[config.mk]
export PLATFORM = sky130hd
export DESIGN_NAME = writeback_regfile
export DESIGN_NICKNAME = d
export VERILOG_FILES = /design/src/rtl/writeback_regfile.sv
export SDC_FILE = /design/constraint.sdc
export NUM_CORES = 2
export LEC_CHECK = 0
export CAP_MARGIN = 10
export CORE_MARGIN = 5
export CORE_UTILIZATION = 40
export DETAILED_ROUTE_END_ITERATION = 7
export GPL_TIMING_DRIVEN = 0
export SLEW_MARGIN = 0
export SYNTH_ARGS = -nofsm -noshare
export SYNTH_HDL_FRONTEND = slang
export SYNTH_SLANG_ARGS = --single-unit
export TNS_END_PERCENT = 10
[constraint.sdc]
create_clock -name CLK -period 7.8 [get_ports CLK]
set_input_delay 1.56 -clock CLK [delete_from_list [all_inputs] [get_ports CLK]]
set_output_delay 1.56 -clock CLK [all_outputs]
set_load 0.01 [all_outputs]
[src/rtl/writeback_regfile.sv]
// writeback_regfile
//   Architectural register file fed by the writeback-stage result, with two
//   combinational operand read ports for decode/issue and a load-pending
//   scoreboard that raises STALL for instructions depending on in-flight loads.
//
// Ports:
//   CLK, RESET_N             clock (rising edge), asynchronous active-low reset
//   WriteData/WriteReg       writeback value and destination index
//   REGWRITE                 writeback valid this cycle
//   ReadReg1/2, ReadData1/2  operand indices and combinational operands
//                            (write-through bypass from the writeback port)
//   ISSUEVALID, ISSUELOAD    instruction presented / instruction is a load
//   IssueDest                destination of the presented instruction
//   STALL                    issue blocked this cycle (combinational)
//   PendingCount             registered number of busy registers
module writeback_regfile #(
  parameter int DATA_W = 32,
  parameter int ADDR_W = 5,
  parameter int CNT_W  = 6
) (
  input  logic              CLK,
  input  logic              RESET_N,
  input  logic [DATA_W-1:0] WriteData,
  input  logic [ADDR_W-1:0] WriteReg,
  input  logic              REGWRITE,
  input  logic [ADDR_W-1:0] ReadReg1,
  input  logic [ADDR_W-1:0] ReadReg2,
  output logic [DATA_W-1:0] ReadData1,
  output logic [DATA_W-1:0] ReadData2,
  input  logic              ISSUEVALID,
  input  logic              ISSUELOAD,
  input  logic [ADDR_W-1:0] IssueDest,
  output logic              STALL,
  output logic [CNT_W-1:0]  PendingCount
);

  localparam int NUM_REGS = 2**ADDR_W;

  logic [DATA_W-1:0]   regs_q [NUM_REGS];
  logic [DATA_W-1:0]   regs_d [NUM_REGS];
  logic [NUM_REGS-1:0] busy_q, busy_d;
  logic [CNT_W-1:0]    pend_cnt_q, pend_cnt_d;

  logic wr_en;
  logic hazard1, hazard2, hazard_d;
  logic stall_c;
  logic set_en;

  // Writes to index 0 are dropped, so register 0 and busy[0] stay zero.
  assign wr_en = REGWRITE && (WriteReg != '0);

  // Read ports: index 0 reads zero, otherwise a same-cycle writeback wins.
  always_comb begin
    ReadData1 = regs_q[ReadReg1];
    if (ReadReg1 == '0)
      ReadData1 = '0;
    else if (REGWRITE && (WriteReg == ReadReg1))
      ReadData1 = WriteData;

    ReadData2 = regs_q[ReadReg2];
    if (ReadReg2 == '0)
      ReadData2 = '0;
    else if (REGWRITE && (WriteReg == ReadReg2))
      ReadData2 = WriteData;
  end

  // A busy source or load destination only hazards when its writeback is not
  // arriving this very cycle.
  always_comb begin
    hazard1  = (ReadReg1 != '0) && busy_q[ReadReg1] &&
               !(REGWRITE && (WriteReg == ReadReg1));
    hazard2  = (ReadReg2 != '0) && busy_q[ReadReg2] &&
               !(REGWRITE && (WriteReg == ReadReg2));
    hazard_d = ISSUELOAD && (IssueDest != '0) && busy_q[IssueDest] &&
               !(REGWRITE && (WriteReg == IssueDest));
    stall_c  = ISSUEVALID && (hazard1 || hazard2 || hazard_d);
  end

  assign STALL        = stall_c;
  assign PendingCount = pend_cnt_q;

  assign set_en = ISSUEVALID && ISSUELOAD && !stall_c && (IssueDest != '0);

  always_comb begin
    regs_d = regs_q;
    if (wr_en)
      regs_d[WriteReg] = WriteData;

    // Clear is applied before set so a same-index collision leaves it busy.
    busy_d = busy_q;
    if (wr_en)
      busy_d[WriteReg] = 1'b0;
    if (set_en)
      busy_d[IssueDest] = 1'b1;

    pend_cnt_d = CNT_W'($countones(busy_d));
  end

  always_ff @(posedge CLK or negedge RESET_N) begin
    if (!RESET_N) begin
      regs_q     <= '{default: '0};
      busy_q     <= '0;
      pend_cnt_q <= '0;
    end else begin
      regs_q     <= regs_d;
      busy_q     <= busy_d;
      pend_cnt_q <= pend_cnt_d;
    end
  end

endmodule

Yosys cells after proc, flatten, opt, wreduce, memory -nomap -nowiden
Cells that the tools add are included.

Bits in registers: 1062. Bits in latches: 0. Memory bits (writable): 0. ROM bits: 0. Input bits: 57. Output and inout port bits: 71. Word-level logic and storage cells: 139. Memories kept: 0.

Add/sub/neg operators: 31. $mul: 0. Divide/modulo/power cells: 0. Order comparisons: 10. Equal/unequal tests: 3. Shift-type cells: 0. Multiplexer cells: 25. Bitwise operators: 6. Reductions and logical operators: 30.

Operator list (count): bitwise mux 1024 bit (1); 2-to-1 mux 32 bit (11); binary-select mux 32 bit (select 5 bit) (2); demux 32 bit (select 5 bit) (1); adder 1 x 1 -> 2 bit (16); bitwise AND 32 bit (1); NOT 32 bit (1); OR 32 bit (1); adder 2 x 2 -> 3 bit (8); < comparator 5 x 6 -> 1 bit, second input constant (4); nonzero test 5 bit (4); >= comparator 6 bit, second input constant (3); logical AND 1 bit (18); NOT 5 -> 6 bit (3); adder 3 x 3 -> 4 bit (4); binary-select mux 1 bit (select 5 bit) (3); equality test 5 bit (3); adder 4 x 4 -> 5 bit (2); demux 1 bit (select 5 bit) (2); >= comparator 5 x 1 -> 1 bit, second input constant (2); zero test 5 bit (2); adder 5 x 5 -> 6 bit (1); < comparator 6 x 1 -> 1 bit, second input constant (1); 2-to-1 mux 1 bit (5); other kinds (2) (6).

Depth between registers and ports, before layout
Word-level depth: 16. Depth in mapped cells: 26. Depth with buffers taken out: 22.

Worst setup path before layout
OpenSTA, ideal clock, no wires.

Path type: input to register. From: input port ReadReg2[0]. To: register pend_cnt_q[4] (netlist: PendingCount[4]). Data arrival time: 7.701 ns. Required time: 7.720 ns. Setup slack: 0.019 ns. Stages: 25. Path buffers: 3. Cells stage by stage: buf_2 buf_6 mux4_2 nor2_1 o221ai_1 and4b_1 a211oi_4 buf_2 a22oi_1 fa_1 fa_1 inv_1 fa_1 inv_1 fa_1 inv_1 fa_1 inv_1 fa_1 inv_1 ha_1 fa_1 a21o_1 a21oi_1 xnor2_1.

Cells in the longest elaborated chain, start to end: 16. Elaborated cells between the ends (all ways): 46.

RTL lines: from (decl) (line 27) `input logic [ADDR_W-1:0] ReadReg2,`; binary-select mux 1 bit (select 5 bit) / equality test 5 bit (equally long branches) (line 72, 73); 2-to-1 mux 1 bit (implied by the code) / logical AND 1 bit (equally long branches) (line 72, 73); logical AND 1 bit / zero test 1 bit (equally long branches) (line 72, 73); logical AND 1 bit * (line 72) `hazard2 = (ReadReg2 != '0) && busy_q[ReadReg2] &&`; logical OR 1 bit * (2 in a row) (line 76) `stall_c = ISSUEVALID && (hazard1 || hazard2 || hazard_d);`; logical AND 1 bit * (line 76); zero test 1 bit * (line 82) `assign set_en = ISSUEVALID && ISSUELOAD && !stall_c && (IssueDest != '0);`; logical AND 1 bit * (2 in a row) (line 82); 2-to-1 mux 32 bit * (line 93) `if (set_en)`; adder 1 x 1 -> 2 bit (implied by the code) (line 96) `pend_cnt_d = CNT_W'($countones(busy_d));`; adder 2 x 2 -> 3 bit (implied by the code) (line 96); adder 3 x 3 -> 4 bit (implied by the code) (line 96); adder 4 x 4 -> 5 bit (implied by the code) (line 96); adder 5 x 5 -> 6 bit (implied by the code) * (line 96); net pend_cnt_d[4] (line 42) `logic [CNT_W-1:0] pend_cnt_q, pend_cnt_d;`; to (signal assigned) (line 107) `pend_cnt_q <= pend_cnt_d;`; to (decl) (line 42).

The timed path passes the listed nets; every way through them passes the cells marked *. The select of a mux whose other input is x is not followed. A chain may end at the register's enable or synchronous reset.

Worst setup path in the final report
From: input port ReadReg1[1]. To: output port ReadData1[13].

Cells in the longest elaborated chain, start to end: 6. Elaborated cells between the ends (all ways): 9.

RTL lines: from (decl) (line 26) `input logic [ADDR_W-1:0] ReadReg1,`; NOT 5 -> 6 bit (implied by the code) (line 54) `ReadData1 = regs_q[ReadReg1];`; binary-select mux 32 bit (select 5 bit) (line 54); 2-to-1 mux 32 bit (implied by the code) (2 in a row) (line 54); 2-to-1 mux 32 bit (line 57) `else if (REGWRITE && (WriteReg == ReadReg1))`; 2-to-1 mux 32 bit * (line 55) `if (ReadReg1 == '0)`; to (decl) (line 28) `output logic [DATA_W-1:0] ReadData1,`.

Every way passes the cells marked *; elsewhere a longest branch is shown, timed or not. The select of a mux whose other input is x is not followed.

==> impl_metrics.csv <==
group,metric,value,unit
yosys,yosys_warnings,0,
cts,clock_tree.htree_level_count,3,
pwr,sequentialPowerShare,41.5,%
cts,clock_pin_slew_worst_setup_and_hold_paths,0.06,ns
sta,setup_viol,0,
sta,post-route-period-util,98.8,%
critical_path,reg2reg_depth,24,
pwr,p_switching,5.25,mW
cells_and_area,num-nets-final,4149,
min_path,hp-start,"regs_q[995]",
routing,post-route-drc-count,0,
cells_and_area,finish.utilization,46.1,%
grt,grt_max_degree,176,
sta,timing.fmax,130,MHz
routing,number_of_drc_markers_after_the_initial_detailed_route_iteration,5226,
routing,wire_per_inst,39.1,um
min_path,hold-path-cell-count,1,
yosys,muxShareOfSynthArea,45.0,%
yosys,synthDominantAreaCellType,"sky130_fd_sc_hd__dfrtp_1",
sta,final_slew_viol_count,0,
critical_path,critical_path.startpoint_type,"input pin",
pwr,static-leakage-power,28.4,nW
sta,worst_slack,0.0900,ns
floorplanning,coreArea,145000,um2
critical_path,worstSetupStartpoint,"ReadReg1[1]",
cells_and_area,nFillCells,12874,
min_path,type_of_the_most_critical_hold_path,"reg2reg",
floorplanning,fp.dieArea,153000,um2
critical_path,critPathRequiredTime,6.24,ns
yosys,synth-seq-cells,1062,
cts,ctsRootBufferMaster,"sky130_fd_sc_hd__clkbuf_16",
grt,grt_pass1_vias,40430,
sta,min_period,7.71,ns
grt,grt_overflow_total,0,
yosys,netlist.area_leader.share,45.7,%
yosys,synth_top_family_by_area,"multiplexers",
routing,routed-via-count,40891,
cts,cts_tree,"done",
grt,grt_antenna_before_repair,4,
yosys,simple_logic_cell_fraction_of_the_synthesized_area,1.81,%
outcome,outcome,"finished clean",
pwr,peakVddDrop,0.000210,V
pwr,clock_power_share,32.2,%
yosys,synth.distinct_cells,55,
routing,detail_route.first_pass.iterations,5,
floorplanning,floorplan.initialDensity,40.1,%
pwr,power.share.switching,29.7,%
cts,cts_buffer_count,116,
cells_and_area,flow.area_growth_from_synthesis,14.9,%
cts,tritoncts_num_sinks,1062,
sta,worst-slew-pin-transition,1.48,ns
floorplanning,die_h,391,um
placement,dp_slack,-1.52,ns
routing,routed_wl,237000,um
yosys,synth-async-reset-ratio,100,%
grt,grt_first_pass_wirelength,327000,um
grt,grt_util_all_layers,30.9,%
critical_path,crit-reg2reg-launch,"busy_q[7]",
sta,worst_hold_slack,0.478,ns
placement,detailed_place_hpwl,164000,um
routing,avgViaCountPerCell,6.73,
sta,timing.slew.headroom,1.42,%
yosys,synth_compound_gate_area_share,2.91,%
cts,clk-insertion-delay-late,0.75,ns
sta,clock_skew,0.0226,ns
critical_path,worst_ep_arrival_time,6.15,ns
pwr,design_power_total,17.7,mW
placement,io_buffer_count,119,
yosys,postSynthNetCount,3849,
yosys,xor_xnor_cell_area_share_of_the_yosys_netlist,0.271,%
yosys,post_synth_instance_area,58200,um2
floorplanning,die_width,391,um
cells_and_area,drive_above_1_share,48.5,%
critical_path,endpoint_kind,"output port",
sta,hold_violations,0,
critical_path,timing_worst_setup_path_type,"in2out",
yosys,postSynth.topFlopCell,"sky130_fd_sc_hd__dfrtp_1",
job,max_cap_viol_count,0,
critical_path,maximum_fanout_count_along_the_critical_path,10,
yosys,synth_edf_count,0,
yosys,postSynthAreaPerCell,15.5,um2
yosys,synth-seq-area-share,45.7,%
yosys,netlist_instances,3761,
placement,place.gp.congestion,0.947,
floorplanning,io_pins,128,
yosys,post_synth_fa_ha_maj_area_fraction,0.976,%
yosys,post_synth_main_area_contributors,"sky130_fd_sc_hd__dfrtp_1 46%, sky130_fd_sc_hd__mux4_2 24%, sky130_fd_sc_hd__mux2_2 19%",
pwr,power_density,264,nW/um2
floorplanning,rows,140,
pwr,power_frac_comb,26.3,%
routing,route.antenna.remaining_nets,0,
pwr,internal_power,12.4,mW
cts,maximum_clock_path_buffer_count,3,
[area by class of cell]
cell class / count / area, um2 / share of cell area [%]
clock inverters: 28 / 318 / 0.475
well taps: 1917 / 2400 / 3.59
multi-input cells: 2229 / 29800 / 44.5
flip-flops and latches: 1062 / 26600 / 39.7
plain buffers: 431 / 1960 / 2.93
diodes: 7 / 17.5 / 0.0262
clock buffers: 183 / 3540 / 5.30
inverters: 38 / 143 / 0.213
repair buffers: 183 / 2130 / 3.19
[critical path, cell delays in order]
cell and delay (ns):
sky130_fd_sc_hd__clkbuf_2 0.12, sky130_fd_sc_hd__buf_6 0.13, sky130_fd_sc_hd__buf_4 0.17, sky130_fd_sc_hd__buf_2 0.40, sky130_fd_sc_hd__buf_1 0.96, sky130_fd_sc_hd__buf_2 0.66
sky130_fd_sc_hd__mux4_2 0.31, sky130_fd_sc_hd__mux2i_1 0.06, sky130_fd_sc_hd__o21ai_0 0.18, sky130_fd_sc_hd__a21oi_1 0.10, sky130_fd_sc_hd__a21oi_1 0.77, sky130_fd_sc_hd__clkdlybuf4s50_1 0.69
[through the flow]
stage / instance area [um2] / TNS (ns) / instances
global route: 66900 / -0.0302 / 6072
global placement: 61800 / - / 5797
floorplan: 58200 / 0 / 3761
finish: 66900 / 0 / 6078
detailed placement: 62500 / -11.77 / 5835
CTS: 66500 / -0.0535 / 6054
[cell usage after synthesis (6+ instances only)]
master and n:
sky130_fd_sc_hd__a211oi_1 55, sky130_fd_sc_hd__a21oi_1 28, sky130_fd_sc_hd__a221oi_1 20, sky130_fd_sc_hd__a22o_1 13, sky130_fd_sc_hd__a22oi_1 20, sky130_fd_sc_hd__a31o_1 12, sky130_fd_sc_hd__a31oi_1 12, sky130_fd_sc_hd__a32o_1 6
sky130_fd_sc_hd__and2_1 12, sky130_fd_sc_hd__buf_1 50, sky130_fd_sc_hd__buf_2 64, sky130_fd_sc_hd__buf_4 16, sky130_fd_sc_hd__clkbuf_1 297, sky130_fd_sc_hd__dfrtp_1 1062, sky130_fd_sc_hd__fa_1 24, sky130_fd_sc_hd__ha_1 7
sky130_fd_sc_hd__inv_1 38, sky130_fd_sc_hd__mux2_1 11, sky130_fd_sc_hd__mux2_2 993, sky130_fd_sc_hd__mux2i_1 113, sky130_fd_sc_hd__mux4_2 611, sky130_fd_sc_hd__nand2_1 34, sky130_fd_sc_hd__nand2b_1 12, sky130_fd_sc_hd__nand3_1 11
sky130_fd_sc_hd__nand3b_1 6, sky130_fd_sc_hd__nor2_1 84, sky130_fd_sc_hd__nor2b_1 15, sky130_fd_sc_hd__nor3b_1 8, sky130_fd_sc_hd__nor4_1 6, sky130_fd_sc_hd__o211ai_1 6, sky130_fd_sc_hd__o21ai_0 50, sky130_fd_sc_hd__xnor2_1 9
sky130_fd_sc_hd__xor2_1 9
[what timing repair did]
item | CTS | global route
gates cloned | 1 | 1
setup endpoints to repair | 29 | 6
setup buffers | 8 | 9
pin swaps | 2 | 2
gates resized for setup | 46 | 78
hold buffers | 0 | 0
[cells by family (layout without fill, tap and decap cells)]
group / after synthesis / in the layout
AND/OR/NAND/NOR: 211 / 211
AO/OA/AOI/OAI: 241 / 241
other: 0 / 7
adder cells (fa/ha/maj): 31 / 31
buffers and inverters: 470 / 863
XOR/XNOR: 18 / 18
flip-flops: 1062 / 1062
multiplexers: 1728 / 1728
[state kept, by name, indices dropped and copies added, names as in the netlist]
| signal | flops |
|---|---|
| PendingCount | 6 |
| busy_q | 32 |
| regs_q | 1024 |
[per-layer routing]
| metal | vias up | share of wire [%] | GRT usage (%) |
|---|---|---|---|
| met5 | - | 0.056 | 0.606 |
| met2 | 2705 | 43 | 45.0 |
| li1 | 15190 | - | - |
| met1 | 22255 | 38 | 40.9 |
| met3 | 737 | 12 | 10.1 |
| met4 | 4 | 6.9 | 16.9 |
[cell usage in the layout (no fill, tap or decap), types with 13 or more instances in the layout]
master	instances
sky130_fd_sc_hd__clkdlybuf4s50_1	108
sky130_fd_sc_hd__buf_6	15
sky130_fd_sc_hd__inv_1	38
sky130_fd_sc_hd__nand2_1	29
sky130_fd_sc_hd__o21ai_0	47
sky130_fd_sc_hd__a21oi_1	28
sky130_fd_sc_hd__buf_4	38
sky130_fd_sc_hd__nor2b_1	15
sky130_fd_sc_hd__buf_1	33
sky130_fd_sc_hd__buf_8	32
sky130_fd_sc_hd__clkinv_2	20
sky130_fd_sc_hd__clkbuf_1	299
sky130_fd_sc_hd__nor2_1	78
sky130_fd_sc_hd__clkbuf_8	29
sky130_fd_sc_hd__clkbuf_2	26
sky130_fd_sc_hd__buf_2	70
sky130_fd_sc_hd__mux2_2	993
sky130_fd_sc_hd__dfrtp_1	1062
sky130_fd_sc_hd__mux4_2	611
sky130_fd_sc_hd__fa_1	24
sky130_fd_sc_hd__a22oi_1	20
sky130_fd_sc_hd__mux2i_1	113
sky130_fd_sc_hd__a211oi_1	55
sky130_fd_sc_hd__a221oi_1	20
sky130_fd_sc_hd__clkbuf_16	121
sky130_fd_sc_hd__a22o_1	13
[power by group through the flow]
stage	clock (mW)	combinational, mW	sequential [mW]
2_1_floorplan	0	3.15	7.13
3_3_place_gp	0	4.50	7.38
3_5_place_dp	0	4.57	7.38
4_1_cts	5.73	4.60	7.29
5_1_grt	5.95	4.96	7.45
6_report	5.70	4.65	7.34
[final timing paths]
kind / end / slack, ns
worst min register to register: regs_q[995] / 0.48
max in group asynchronous: regs_q[533] / 4.45
worst max-delay path: ReadData1[13] / 0.09
worst max register to register: PendingCount[4] / 0.77
min in group asynchronous: regs_q[999] / 0.71
worst min-delay path: regs_q[995] / 0.48
Note: power is estimated with default switching activity, not from simulation.
